[config.mk]
export PLATFORM = sky130hd
export DESIGN_NAME = scan_chain_loader_flat
export DESIGN_NICKNAME = d
export VERILOG_FILES = /design/src/rtl/scan_cfg_pkg.sv /design/src/rtl/scan_chain_loader_if.sv /design/src/rtl/scan_byte_shifter.sv /design/src/rtl/scan_chain_loader.sv /design/src/flat_wrapper.sv
export SDC_FILE = /design/constraint.sdc
export NUM_CORES = 1
export LEC_CHECK = 0
export BUFFER_PORTS_ARGS = -buffer_cell sky130_fd_sc_hd__buf_2
export CORE_ASPECT_RATIO = 0.9
export CORE_MARGIN = 4
export CORE_UTILIZATION = 43
export DETAILED_ROUTE_END_ITERATION = 6
export PLACE_DENSITY = 0.64
export RECOVER_POWER = 25
export SYNTH_ARGS = -nofsm -noshare
export SYNTH_HDL_FRONTEND = slang
export SYNTH_SLANG_ARGS = --single-unit
[constraint.sdc]
create_clock -name CLK -period 2.4 [get_ports CLK]
set_clock_uncertainty 0.1 [all_clocks]
set_input_delay 0.36 -clock CLK [delete_from_list [all_inputs] [get_ports CLK]]
set_output_delay 0.36 -clock CLK [all_outputs]
set_load 0.02 [all_outputs]
[src/rtl/scan_cfg_pkg.sv]
// rtl/scan_cfg_pkg.sv - shared types and constants for the scan chain loader
package scan_cfg_pkg;

    localparam int BYTE_W    = 8;
    localparam int BIT_CNT_W = 4;

    typedef enum logic [1:0] {
        ST_IDLE,
        ST_LOAD,
        ST_SHIFT,
        ST_DONE
    } scan_state_e;

endpackage

[src/rtl/scan_chain_loader_if.sv]
// rtl/scan_chain_loader_if.sv - configuration byte stream (valid/ready) between source and loader
interface scan_chain_loader_if;
    import scan_cfg_pkg::*;

    logic [BYTE_W-1:0] IN_DATA;
    logic              IN_VALID;
    logic              IN_READY;

    modport master (output IN_DATA, output IN_VALID, input IN_READY);
    modport slave  (input IN_DATA, input IN_VALID, output IN_READY);

endinterface

[src/rtl/scan_byte_shifter.sv]
// rtl/scan_byte_shifter.sv - 8-bit parallel-load right shift register with bit countdown
module scan_byte_shifter
    import scan_cfg_pkg::*;
(
    input  logic                 i_clk,
    input  logic                 i_rst,
    input  logic                 i_load,
    input  logic [BYTE_W-1:0]    i_load_data,
    input  logic [BIT_CNT_W-1:0] i_load_cnt,
    input  logic                 i_shift,
    input  logic                 i_shift_in,
    output logic [BYTE_W-1:0]    o_data,
    output logic [BIT_CNT_W-1:0] o_cnt,
    output logic                 o_empty
);

    logic [BYTE_W-1:0]    r_data;
    logic [BIT_CNT_W-1:0] r_cnt;

    // Load wins over shift; shifting stops once the count reaches zero
    always_ff @(posedge i_clk) begin
        if (i_rst) begin
            r_data <= '0;
            r_cnt  <= '0;
        end else if (i_load) begin
            r_data <= i_load_data;
            r_cnt  <= i_load_cnt;
        end else if (i_shift && (r_cnt != '0)) begin
            r_data <= {i_shift_in, r_data[BYTE_W-1:1]};
            r_cnt  <= r_cnt - BIT_CNT_W'(1);
        end
    end

    assign o_data  = r_data;
    assign o_cnt   = r_cnt;
    assign o_empty = (r_cnt == '0);

endmodule

[src/rtl/scan_chain_loader.sv]
// rtl/scan_chain_loader.sv - serializes config bytes LSB-first onto the scan chain; readback under SCAN_READBACK_EN
module scan_chain_loader
    import scan_cfg_pkg::*;
#(
    parameter int CHAIN_LEN = 64
)(
    input  logic               CLK,
    input  logic               RST,
    input  logic               START,
    scan_chain_loader_if.slave in_if,
    output logic               CFG_SIN,
    output logic               CFG_CE,
    input  logic               CFG_SOUT,
    output logic               BUSY,
    output logic               DONE,
    output logic [BYTE_W-1:0]  RB_DATA,
    output logic               RB_VALID
);

    localparam int                CNT_W    = $clog2(CHAIN_LEN + 1);
    localparam logic [CNT_W-1:0]  LEN_INIT = CNT_W'(CHAIN_LEN);

    scan_state_e          r_state, w_next;
    logic [CNT_W-1:0]     r_remain;
    logic                 r_ready, r_ce, r_busy, r_done;
    logic                 w_start_ok, w_accept;
    logic [BIT_CNT_W-1:0] w_k;
    logic [BYTE_W-1:0]    w_tx_data;
    logic [BIT_CNT_W-1:0] w_tx_cnt;
    logic                 w_tx_empty;
    logic                 w_unused;

    assign w_start_ok = START && ((r_state == ST_IDLE) || (r_state == ST_DONE));
    assign w_accept   = r_ready && in_if.IN_VALID;
    assign w_k        = (int'(r_remain) >= BYTE_W) ? BIT_CNT_W'(BYTE_W) : BIT_CNT_W'(r_remain);

    // Next-state: leave SHIFT on the last bit of the current byte
    always_comb begin
        w_next = r_state;
        case (r_state)
            ST_IDLE:  if (START) w_next = ST_LOAD;
            ST_LOAD:  if (w_accept) w_next = ST_SHIFT;
            ST_SHIFT: if (w_tx_cnt == BIT_CNT_W'(1))
                          w_next = (r_remain == CNT_W'(1)) ? ST_DONE : ST_LOAD;
            ST_DONE:  if (START) w_next = ST_LOAD;
            default:  w_next = ST_IDLE;
        endcase
    end

    // State, registered outputs decoded from next state, and chain bit countdown
    always_ff @(posedge CLK) begin
        if (RST) begin
            r_state  <= ST_IDLE;
            r_remain <= '0;
            r_ready  <= 1'b0;
            r_ce     <= 1'b0;
            r_busy   <= 1'b0;
            r_done   <= 1'b0;
        end else begin
            r_state  <= w_next;
            r_ready  <= (w_next == ST_LOAD);
            r_ce     <= (w_next == ST_SHIFT);
            r_busy   <= (w_next == ST_LOAD) || (w_next == ST_SHIFT);
            r_done   <= (w_next == ST_DONE);
            if (w_start_ok)
                r_remain <= LEN_INIT;
            else if ((r_state == ST_SHIFT) && (r_remain != '0))
                r_remain <= r_remain - CNT_W'(1);
        end
    end

    scan_byte_shifter u_tx (
        .i_clk       (CLK),
        .i_rst       (RST),
        .i_load      (w_accept),
        .i_load_data (in_if.IN_DATA),
        .i_load_cnt  (w_k),
        .i_shift     (r_state == ST_SHIFT),
        .i_shift_in  (1'b0),
        .o_data      (w_tx_data),
        .o_cnt       (w_tx_cnt),
        .o_empty     (w_tx_empty)
    );

    assign in_if.IN_READY = r_ready;
    assign CFG_SIN        = w_tx_data[0];
    assign CFG_CE         = r_ce;
    assign BUSY           = r_busy;
    assign DONE           = r_done;

`ifdef SCAN_READBACK_EN
    logic [BYTE_W-1:0]    w_rb_data, w_rb_shifted, r_rb_data;
    logic [BIT_CNT_W-1:0] w_rb_cnt;
    logic                 w_rb_empty, w_rb_emit, r_rb_valid;

    // A group closes after 8 samples or on the final chain bit; partial groups are right-aligned
    assign w_rb_shifted = {CFG_SOUT, w_rb_data[BYTE_W-1:1]};
    assign w_rb_emit    = r_ce && ((w_rb_cnt == BIT_CNT_W'(1)) || (r_remain == CNT_W'(1)));

    scan_byte_shifter u_rb (
        .i_clk       (CLK),
        .i_rst       (RST),
        .i_load      (w_start_ok || w_rb_emit),
        .i_load_data ('0),
        .i_load_cnt  (BIT_CNT_W'(BYTE_W)),
        .i_shift     (r_ce),
        .i_shift_in  (CFG_SOUT),
        .o_data      (w_rb_data),
        .o_cnt       (w_rb_cnt),
        .o_empty     (w_rb_empty)
    );

    // Readback byte register and one-cycle strobe
    always_ff @(posedge CLK) begin
        if (RST) begin
            r_rb_data  <= '0;
            r_rb_valid <= 1'b0;
        end else begin
            r_rb_valid <= w_rb_emit;
            if (w_rb_emit)
                r_rb_data <= w_rb_shifted >> (w_rb_cnt - BIT_CNT_W'(1));
        end
    end

    assign RB_DATA  = r_rb_data;
    assign RB_VALID = r_rb_valid;
    assign w_unused = &{1'b0, w_tx_empty, w_tx_data[BYTE_W-1:1], w_rb_empty, w_rb_data[0]};
`else
    assign RB_DATA  = '0;
    assign RB_VALID = 1'b0;
    assign w_unused = &{1'b0, w_tx_empty, w_tx_data[BYTE_W-1:1], CFG_SOUT};
`endif

endmodule

[src/flat_wrapper.sv]
// flat-port wrapper written by rule: the top's interface ports become plain ports
module scan_chain_loader_flat import scan_cfg_pkg::*;
#(
    parameter int CHAIN_LEN = 64
)
  (CLK, RST, START, CFG_SIN, CFG_CE, CFG_SOUT, BUSY, DONE, RB_DATA, RB_VALID, in_if_IN_DATA, in_if_IN_VALID, in_if_IN_READY);
  scan_chain_loader_if in_if_i ();
  input  logic CLK;
  input  logic RST;
  input  logic START;
  output logic CFG_SIN;
  output logic CFG_CE;
  input  logic CFG_SOUT;
  output logic BUSY;
  output logic DONE;
  output logic [BYTE_W-1:0] RB_DATA;
  output logic RB_VALID;
  input wire logic [$bits(in_if_i.IN_DATA)-1:0] in_if_IN_DATA;
  input wire logic [$bits(in_if_i.IN_VALID)-1:0] in_if_IN_VALID;
  output wire logic [$bits(in_if_i.IN_READY)-1:0] in_if_IN_READY;
  assign in_if_i.IN_DATA = in_if_IN_DATA;
  assign in_if_i.IN_VALID = in_if_IN_VALID;
  assign in_if_IN_READY = in_if_i.IN_READY;
  scan_chain_loader #(.CHAIN_LEN(CHAIN_LEN)) u_core (.CLK(CLK), .RST(RST), .START(START), .in_if(in_if_i), .CFG_SIN(CFG_SIN), .CFG_CE(CFG_CE), .CFG_SOUT(CFG_SOUT), .BUSY(BUSY), .DONE(DONE), .RB_DATA(RB_DATA), .RB_VALID(RB_VALID));
endmodule
=== Yosys cells after proc, flatten, opt, wreduce, memory -nomap -nowiden ===
Index checks and enable logic that the tools add are counted.

* Latch bits: 0
* Input bits: 13
* Register bits: 25
* Output and inout port bits: 14
* Memory bits (writable): 0
* Word-level logic and storage cells: 45
* Memories kept: 0
* Bits in read-only memories: 0

* Equality and inequality tests: 8
* Order comparisons: 1
* Multiply operators: 0
* Div/mod/pow operators: 0
* Reductions and logical operators: 13
* Shifts and indexed selects: 0
* Multiplexer cells: 12
* Add/sub/neg operators: 2
* Bitwise logic cells: 0

{| class="wikitable"
|+ Operators with widths
! operator !! count
|-
| 8-bit 2-to-1 mux || 2
|-
| 7-bit 2-to-1 mux || 2
|-
| 4-bit 2-to-1 mux || 3
|-
| 2-bit equality test, second input constant || 4
|-
| 2-bit 2-to-1 mux || 4
|-
| 7-bit by 1-bit equality test with 1-bit output, second input constant || 1
|-
| 7-bit by 4-bit greater-or-equal comparator with 1-bit output, second input constant || 1
|-
| 7-bit nonzero test || 1
|-
| 7-bit by 1-bit subtractor with 7-bit output, second input constant || 1
|-
| 2-bit case mux with 3 select lines || 1
|-
| 2-bit by 1-bit equality test with 1-bit output, second input constant || 2
|-
| 4-bit by 1-bit equality test with 1-bit output, second input constant || 1
|-
| 1-bit logical AND || 4
|-
| 2-bit nonzero test || 2
|-
| 4-bit nonzero test || 1
|-
| 2-bit OR reduction || 2
|-
| 4-bit by 1-bit subtractor with 4-bit output, second input constant || 1
|-
| 2-bit zero test || 1
|-
| 1-bit logical OR || 2
|}

=== Depth between registers and ports, before layout ===
Gate-level depths: netlist of the first run.

* Depth in word-level cells: 6
* Depth in mapped cells: 7
* Depth with buffers taken out: 7

=== Hierarchy ===
From an unflattened synthesis of the first run, not the netlist that was laid out.

* Cell total of the unflattened synthesis: 172
* Area, all modules: 1,500.2 µm²

{| class="wikitable"
|+ By module, submodules not included
! module !! area each (µm²) !! cells each !! sequential area each (µm²) !! instances
|-
| scan_chain_loader || 832.0 || 95 || 260.2 || 1
|-
| scan_byte_shifter || 668.1 || 77 || 240.2 || 1
|}

=== Least setup slack after synthesis of the first run ===
No wires, ideal clock.

* Path kind: register to register
* Start point: register u_core.u_tx.r_cnt[1], in the netlist u_core.u_tx.o_cnt[1]
* End point: register u_core.r_busy, in the netlist u_core.BUSY
* Period minus slack after synthesis: 1.910 ns
* Setup slack: 0.490 ns
* Data arrival time: 1.684 ns
* Data required time: 2.174 ns
* Setup time: 0.126 ns
* Cell stages (with the launch flop): 8
* Path buffers: 0
* Cell sequence: dfxtp_1 -> inv_1 -> ha_1 -> or3b_2 -> a221oi_1 -> nor3_1 -> ha_1 -> nor2_1

* Cells in the longest elaborated chain, start to end: 5
* Elaborated cells between the ends (all ways): 6
* Those cells by class: 3 x eq/ne; 2 x mux; 1 x reduce/logical

{| class="wikitable"
|+ RTL lines
! what !! line !! text
|-
| start: declaration || scan_byte_shifter.sv:18 || <nowiki>logic [BIT_CNT_W-1:0] r_cnt;</nowiki>
|-
| start signal: assignment || scan_byte_shifter.sv:27 || <nowiki>r_cnt <= i_load_cnt;</nowiki>
|-
| start signal: assignment || scan_byte_shifter.sv:30 || <nowiki>r_cnt <= r_cnt - BIT_CNT_W'(1);</nowiki>
|-
| 4-bit by 1-bit equality test with 1-bit output * || scan_chain_loader.sv:43 || <nowiki>ST_SHIFT: if (w_tx_cnt == BIT_CNT_W'(1))</nowiki>
|-
| 2-bit 2-to-1 mux * || scan_chain_loader.sv:43 ||
|-
| 2-bit case mux with 3 select lines * || scan_chain_loader.sv:40 || <nowiki>case (r_state)</nowiki>
|-
| 2-bit by 1-bit equality test with 1-bit output or 2-bit equality test (tied branches) || scan_chain_loader.sv:63 || <nowiki>r_busy <= (w_next == ST_LOAD) || (w_next == ST_SHIFT);</nowiki>
|-
| 1-bit logical OR * || scan_chain_loader.sv:63 ||
|-
| end signal: assignment || scan_chain_loader.sv:63 ||
|-
| end: declaration || scan_chain_loader.sv:25 || <nowiki>logic r_ready, r_ce, r_busy, r_done;</nowiki>
|}

Mark *: on every way between the ends. The rest lies on a longest branch, timed or not.
A chain may end at the register's enable or synchronous reset.

=== Worst setup path after layout of the first run ===
* Start point: register u_core.r_state[0]
* End point: register u_core.r_done, in the netlist u_core.DONE

* Cells in the longest elaborated chain, start to end: 4
* Elaborated cells between the ends (all ways): 10
* Those cells by class: 4 x eq/ne; 4 x mux; 2 x reduce/logical

{| class="wikitable"
|+ RTL lines
! what !! line !! text
|-
| start: declaration || scan_chain_loader.sv:23 || <nowiki>scan_state_e r_state, w_next;</nowiki>
|-
| start signal: assignment || scan_chain_loader.sv:60 || <nowiki>r_state <= w_next;</nowiki>
|-
| 2-bit equality test or 2-bit zero test (tied branches) || scan_chain_loader.sv:40 ||
|-
| 2-bit OR reduction (no line) || n/a ||
|-
| 2-bit case mux with 3 select lines * || scan_chain_loader.sv:40 ||
|-
| named net u_core.w_next[0] || scan_chain_loader.sv:23 ||
|-
| 2-bit equality test * || scan_chain_loader.sv:64 || <nowiki>r_done <= (w_next == ST_DONE);</nowiki>
|-
| end signal: assignment || scan_chain_loader.sv:64 ||
|-
| end: declaration || scan_chain_loader.sv:25 ||
|}

Mark *: on every way through the listed nets, which the timed path passes. The rest lies on a longest branch.

==> results.py, run 1 <==
metrics = {
    "status": {
        "status": "finished clean",
    },
    "timing": {
        "worstMarginPinSlew_ns": 0.691,
        "min_period_over_period_pct": 86.9,
        "rsz0062_at_grt": "no",
        "hold_viol": 0,
        "slew_violations": 0,
        "slew_headroom_pct": 53.9,
        "setup_viol": 0,
        "fin_tns_setup_ns": 0,
        "period_minus_slack_ns": 2.08,
        "fmax_mhz": 480,
    },
    "synth": {
        "syn_inst": 174,
        "seq_area_frac_synth_pct": 33.9,
        "synth-main-ff-cell": "dfxtp_1",
        "syn_area_sq_um": 1480,
        "ys_types": 43,
        "ys_ff_latch": 25,
        "postSynth.asyncResetShare_pct": 0,
        "synth_edf_count": 0,
        "avgSynthCellArea_sq_um": 8.49,
        "ys_warn_count": 0,
    },
    "power_and_ir_drop": {
        "power_uw": 1020,
        "vdd_drop_max_uv": 506,
        "power_leakage_uw": 0.000601,
        "powerDensity_nw_per_um2": 631,
    },
    "clock_tree": {
        "cts_resized": 0,
        "root_buffer": "clkbuf_8",
        "cts_buffers": 3,
        "postCtsSetupBuffers": 0,
        "cts_tree": "yes",
        "clock_latency_ns": 0.26,
        "numClockSinks": 25,
        "holdBufCountCts": 0,
        "htreeDepth": 1,
        "clk_pin_slew_ns": 0.09,
        "clock_path_buffers": 2,
    },
    "detailed_routing": {
        "drt-pass1-iter-count": 4,
        "drt_iter0_drc": 99,
        "via_per_inst": 5.52,
        "ant_nets": 0,
        "post-route-drc-count": 0,
        "post_drt_wl_per_cell_um": 13.3,
        "via_count": 1286,
        "routed_wl_mm": 3.10,
    },
    "grt": {
        "grt_max_degree": 21,
        "grt_overflow": 0,
        "antenna_found_initial": 0,
        "grt_usage_pct": 14.1,
        "grt_pass1_vias": 1153,
        "grt_pass1_wl_mm": 5.23,
    },
    "critical_path": {
        "critPathMostFrequentCell": "ha_1",
        "cp_slowest_cell": "dfxtp_1",
        "crit_required_ns": 2.45,
        "slowest_delay_ns": 0.41,
        "reg2reg_slack_ns": 0.32,
        "critPathLaunchType": "flop",
        "crit_chain": "inv_1 > ha_1 > a21oi_1 > nor3b_1 > or3_1 > ha_1 > nor2b_1",
        "worstPathArrival_ns": 2.13,
        "worstRegToRegCells": 7,
        "path_max_fanout": 5,
        "rr_endpoint": "u_core.DONE",
        "critical_path_class": "flop to flop",
        "rr_startpoint": "u_core.r_state[0]",
        "crit_path_end_kind": "flop",
    },
    "floorplanning": {
        "row_count": 19,
        "io_pins": 27,
        "core_sq_um": 3190,
        "die_w_um": 69.8,
        "dieArea_sq_um": 4440,
        "dieHeight_um": 63.6,
        "start_util_pct": 46.4,
    },
    "min_path": {
        "hold_path_class": "input pin to flop",
        "hold_end": "u_core.u_tx.o_data[7]",
        "whs_path_depth": 3,
        "hp-start": "in_if_IN_DATA[7]",
    },
    "final_layout": {
        "area_growth_pct": 9.82,
        "final_cell_mix": "25 x dfxtp_1, 12 x nand2_1, 11 x nand3_1, 11 x ha_1, 11 x buf_2",
        "design_area_sq_um": 1620,
        "diodes": 0,
        "drive_above_1_share_pct": 13.6,
        "final_util_pct": 50.9,
        "nets": 216,
        "final_common_cell": "dfxtp_1",
    },
    "place": {
        "hpwl_mm": 2.24,
        "numPortBuffers": 16,
        "place_area_sq_um": 1590,
        "place_congestion": 0.878,
    },
    "flow_run": {
        "cap_violations": 0,
    },
}
synth_stat cells, types with 2 or more instances:
master    number  share of area [%]
o21ai_0       10                3.4
nand2b_1       3                1.3
a211o_1        2                1.2
clkbuf_1       7                1.8
nand3_1       11                3.7
nor4_1         2               0.85
or3_1          3                1.3
nand2_1       12                3.0
a21oi_1        7                2.4
mux2i_1        4                2.7
inv_1          9                2.3
dfxtp_1       25                 34
a311oi_1       8                4.7
a21boi_0       2                1.0
ha_1          11                9.3
a211oi_1       2                1.0
a31oi_1        2               0.85
nor3b_1        3                1.5
nor2b_1        4                1.7
buf_4          9                4.6
and3_1         2               0.85
or3b_2         2                1.2
or4b_1         2                1.4
nor3_1         3                1.0
nor2_1        10                2.5
o211ai_1       2                1.0
layout make-up:
type	count	area, sq um
Inverter	9	33.8
Sequential cell	25	500
Tap cell	42	52.6
Clock buffer	4	45.0
Timing Repair Buffer	22	115
Multi-Input combinational cell	131	876
Fill cell	335	1560
metal layers:
| metal | up-vias | GRT usage (%) | share of wire (%) | routed length (um) |
|---|---|---|---|---|
| met3 | 0 | 4.61 | 4.9 | 152 |
| met4 | 0 | 1.91 | 0 | 0 |
| li1 | 650 | - | - | - |
| met1 | 612 | 18.7 | 50 | 1550 |
| met2 | 24 | 22.9 | 45 | 1400 |
| met5 | - | 0 | 0 | 0 |
report_power, final:
part / internal, uW / switching, uW / leakage (uW) / total [uW]
Clock: 119 / 128 / 0.0000228 / 246
Combinational: 112 / 179 / 0.000375 / 291
Sequential: 456 / 31.0 / 0.000203 / 487
metrics by stage:
| stage | hold slack (ns) | setup WS [ns] | instances |
|---|---|---|---|
| final | 0.231 | 0.315 | 233 |
| after global routing | 0.219 | 0.144 | 233 |
| after CTS | 0.223 | 0.310 | 233 |
| after detailed placement | 0.379 | 0.329 | 229 |
| after global placement | 0.375 | 0.369 | 229 |
| after floorplan | 0.366 | 0.490 | 182 |
flip-flops by register name (all words and copies together), names as in the netlist:
register	flops
u_core.BUSY	1
u_core.CFG_CE	1
u_core.DONE	1
u_core.in_if.IN_READY	1
u_core.r_remain	7
u_core.r_state	2
u_core.u_tx.o_cnt	4
u_core.u_tx.o_data	8
worst max path at each step:
stage / from / to / slack (ns) / cells past startpoint
after floorplan: u_core.u_tx.o_cnt[1] / u_core.BUSY / 0.49 / 7
after global placement: u_core.u_tx.o_cnt[1] / u_core.BUSY / 0.37 / 7
after detailed placement: u_core.r_state[0] / u_core.DONE / 0.33 / 7
after CTS: u_core.r_state[0] / u_core.DONE / 0.31 / 7
after global routing: u_core.r_state[0] / u_core.in_if.IN_READY / 0.14 / 7
final: u_core.r_state[0] / u_core.DONE / 0.32 / 7
kinds of logic (layout without fill, tap and decap cells):
family | Yosys count | in the layout | share of synthesized area (%)
AO/OA/AOI/OAI | 43 | 43 | 20.8
adder cells (fa/ha/maj) | 11 | 11 | 9.31
buffers and inverters | 26 | 35 | 8.89
flip-flops | 25 | 25 | 33.9
multiplexers | 4 | 4 | 2.71
other | 1 | 9 | 0.254
AND/OR/NAND/NOR | 64 | 64 | 24.1
worst max-delay path, delay by kind of cell (launching register included):
kind,cells,cell delay [ns]
AO/OA/AOI/OAI,1,0.21
adder cells (fa/ha/maj),2,0.55
buffers and inverters,1,0.07
flip-flops,1,0.41
AND/OR/NAND/NOR,3,0.63
No activity file was read; power rests on OpenSTA's default activity.
==> run 2: changes to the inputs <==
--- a/config.mk
+++ b/config.mk
@@ -7,7 +7,6 @@
 export LEC_CHECK = 0
 export BUFFER_PORTS_ARGS = -buffer_cell sky130_fd_sc_hd__buf_2
 export CORE_ASPECT_RATIO = 0.9
-export CORE_MARGIN = 4
 export CORE_UTILIZATION = 43
 export DETAILED_ROUTE_END_ITERATION = 6
 export PLACE_DENSITY = 0.64
==> run 2 against run 1 <==
Against the previous run:
- critical path depth did not move
- final cell count fell by 0.86%
- combinational power fell by 3%
- die area fell by 17%
- non-clock buffer count fell by 2
- utilization fell by 0.092 points
- total power fell by 0.21%
- highest routed layer is now met4
- maximum frequency rose by 0.17%
- sequential cell count did not move
- largest cell class unchanged
- sequential power barely moved
==> results.py, run 2 (synthesis gave the netlist of run 1 again) <==
metrics = {
    "grt": {
        "grt_max_degree": 21,
        "antenna_found_initial": 0,
        "grt_pass1_vias": 1207,
        "grt_overflow": 0,
        "grt_pass1_wl_mm": 5.29,
        "grt_usage_pct": 18.3,
    },
    "final_layout": {
        "n_fill_cell": 321,
        "design_area_sq_um": 1610,
        "drive_above_1_share_pct": 12.7,
        "multi_input_area_sq_um": 876,
        "largest_reg_flops": 8,
        "regArea_sq_um": 500,
        "area_growth_pct": 8.81,
        "diodes": 0,
        "final_util_pct": 50.9,
        "final_cell_mix": "25 x dfxtp_1, 12 x nand2_1, 11 x nand3_1, 11 x ha_1, 11 x buf_2",
        "final_common_cell": "dfxtp_1",
        "nets": 214,
    },
    "detailed_routing": {
        "drt-pass1-iter-count": 4,
        "ant_nets": 0,
        "via_per_inst": 5.53,
        "routed_wl_mm": 3.20,
        "post_drt_wl_per_cell_um": 13.9,
        "drt_iter0_drc": 71,
        "via_count": 1277,
        "post-route-drc-count": 0,
    },
    "timing": {
        "min_period_over_period_pct": 86.7,
        "slew_headroom_pct": 45.3,
        "worstMarginPinSlew_ns": 0.813,
        "period_minus_slack_ns": 2.08,
        "slew_violations": 0,
        "setup_viol": 0,
        "rsz0062_at_grt": "no",
        "fmax_mhz": 481,
        "hold_viol": 0,
        "fin_tns_setup_ns": 0,
    },
    "power_and_ir_drop": {
        "switching_power_uw": 343,
        "power_uw": 1020,
        "powerDensity_nw_per_um2": 636,
        "combPwrFrac_pct": 27.5,
        "p_clk_share_pct": 24.7,
        "vdd_drop_max_uv": 278,
        "p_seq_share_pct": 47.7,
        "power_leakage_uw": 0.000593,
        "netSwitchingFraction_pct": 33.6,
        "internal_power_uw": 679,
    },
    "clock_tree": {
        "holdBufCountCts": 0,
        "clock_path_buffers": 2,
        "numClockSinks": 25,
        "htreeDepth": 1,
        "clock_latency_ns": 0.27,
        "root_buffer": "clkbuf_8",
        "cts_resized": 0,
        "clk_pin_slew_ns": 0.09,
        "cts_tree": "yes",
        "cts_buffers": 3,
        "postCtsSetupBuffers": 0,
    },
    "critical_path": {
        "path_max_fanout": 5,
        "slowest_delay_ns": 0.41,
        "worstPathArrival_ns": 2.13,
        "path_delay_family": "simple AND/OR/NAND/NOR gates",
        "critical_path_class": "flop to flop",
        "critPathMostFrequentCell": "ha_1",
        "critPathLaunchType": "flop",
        "crit_required_ns": 2.45,
        "crit_path_end_kind": "flop",
        "cp_slowest_cell": "dfxtp_1",
        "crit_chain": "inv_1 > ha_1 > a21oi_1 > nor3b_1 > or3_1 > ha_1 > nor2b_1",
        "worst-path-buf-inv": 1,
    },
    "floorplanning": {
        "io_pins": 27,
        "row_count": 19,
        "dieArea_sq_um": 3680,
        "start_util_pct": 46.7,
        "dieHeight_um": 57.6,
        "die_w_um": 63.8,
        "core_sq_um": 3160,
    },
    "place": {
        "hpwl_mm": 2.25,
        "place_area_sq_um": 1570,
        "place_congestion": 0.896,
        "numPortBuffers": 16,
    },
    "status": {
        "status": "finished clean",
    },
    "flow_run": {
        "cap_violations": 0,
    },
    "min_path": {
        "hold_path_class": "input pin to flop",
    },
}
## run 2: cell types whose count changed in the layout (fill, tap and decap cells not counted), sizes merged
| cell | delta |
|---|---|
| buf | -2 |
## run 2: worst register-to-register path, stage by stage, from the launching register on
cell,delay (ns)
dfxtp_1,0.41
inv_1,0.07
ha_1,0.34
a21oi_1,0.22
nor3b_1,0.10
or3_1,0.40
ha_1,0.20
nor2b_1,0.12
## run 2: through the flow
step / std cells / setup WS (ns) / hold WS (ns)
floorplan: 182 / 0.490 / 0.366
global placement: 227 / 0.356 / 0.375
detailed placement: 227 / 0.304 / 0.378
CTS: 231 / 0.288 / 0.235
global route: 231 / 0.196 / 0.242
finish: 231 / 0.319 / 0.244
## run 2: area by class of cell
cell class	instances	area share (%)
timing repair buffer	20	6.23
tap	42	3.27
sequential	25	31.1
multi-input combinational	131	54.5
clock buffer	4	2.80
inverter	9	2.10
## run 2: power groups by stage
stage,registers (uW),clock network (uW),logic (uW)
2_1_floorplan,503,0,214
5_1_grt,494,279,313
3_3_place_gp,494,0,282
3_5_place_dp,496,0,289
6_report,488,253,281
4_1_cts,487,262,290
## run 2: per-layer routing
layer | up-vias | track usage (%) | share of wire (%) | wire length (um)
li1 | 645 | - | - | -
met4 | 0 | 2.27 | 0.31 | 10
met2 | 23 | 33.1 | 47 | 1510
met1 | 607 | 22.4 | 49 | 1570
met5 | - | 0 | 0 | 0
met3 | 2 | 4.72 | 3.3 | 106
## run 2: path summary, 6_finish.rpt
path / start / to / slack (ns) / cells past startpoint
worst max register to register: u_core.r_state[0] / u_core.in_if.IN_READY / 0.32 / 7
worst max-delay path: u_core.r_state[0] / u_core.in_if.IN_READY / 0.32 / 7
worst min register to register: u_core.u_tx.o_data[2] / u_core.u_tx.o_data[1] / 0.39 / 2
worst min-delay path: in_if_IN_DATA[7] / u_core.u_tx.o_data[7] / 0.24 / 3
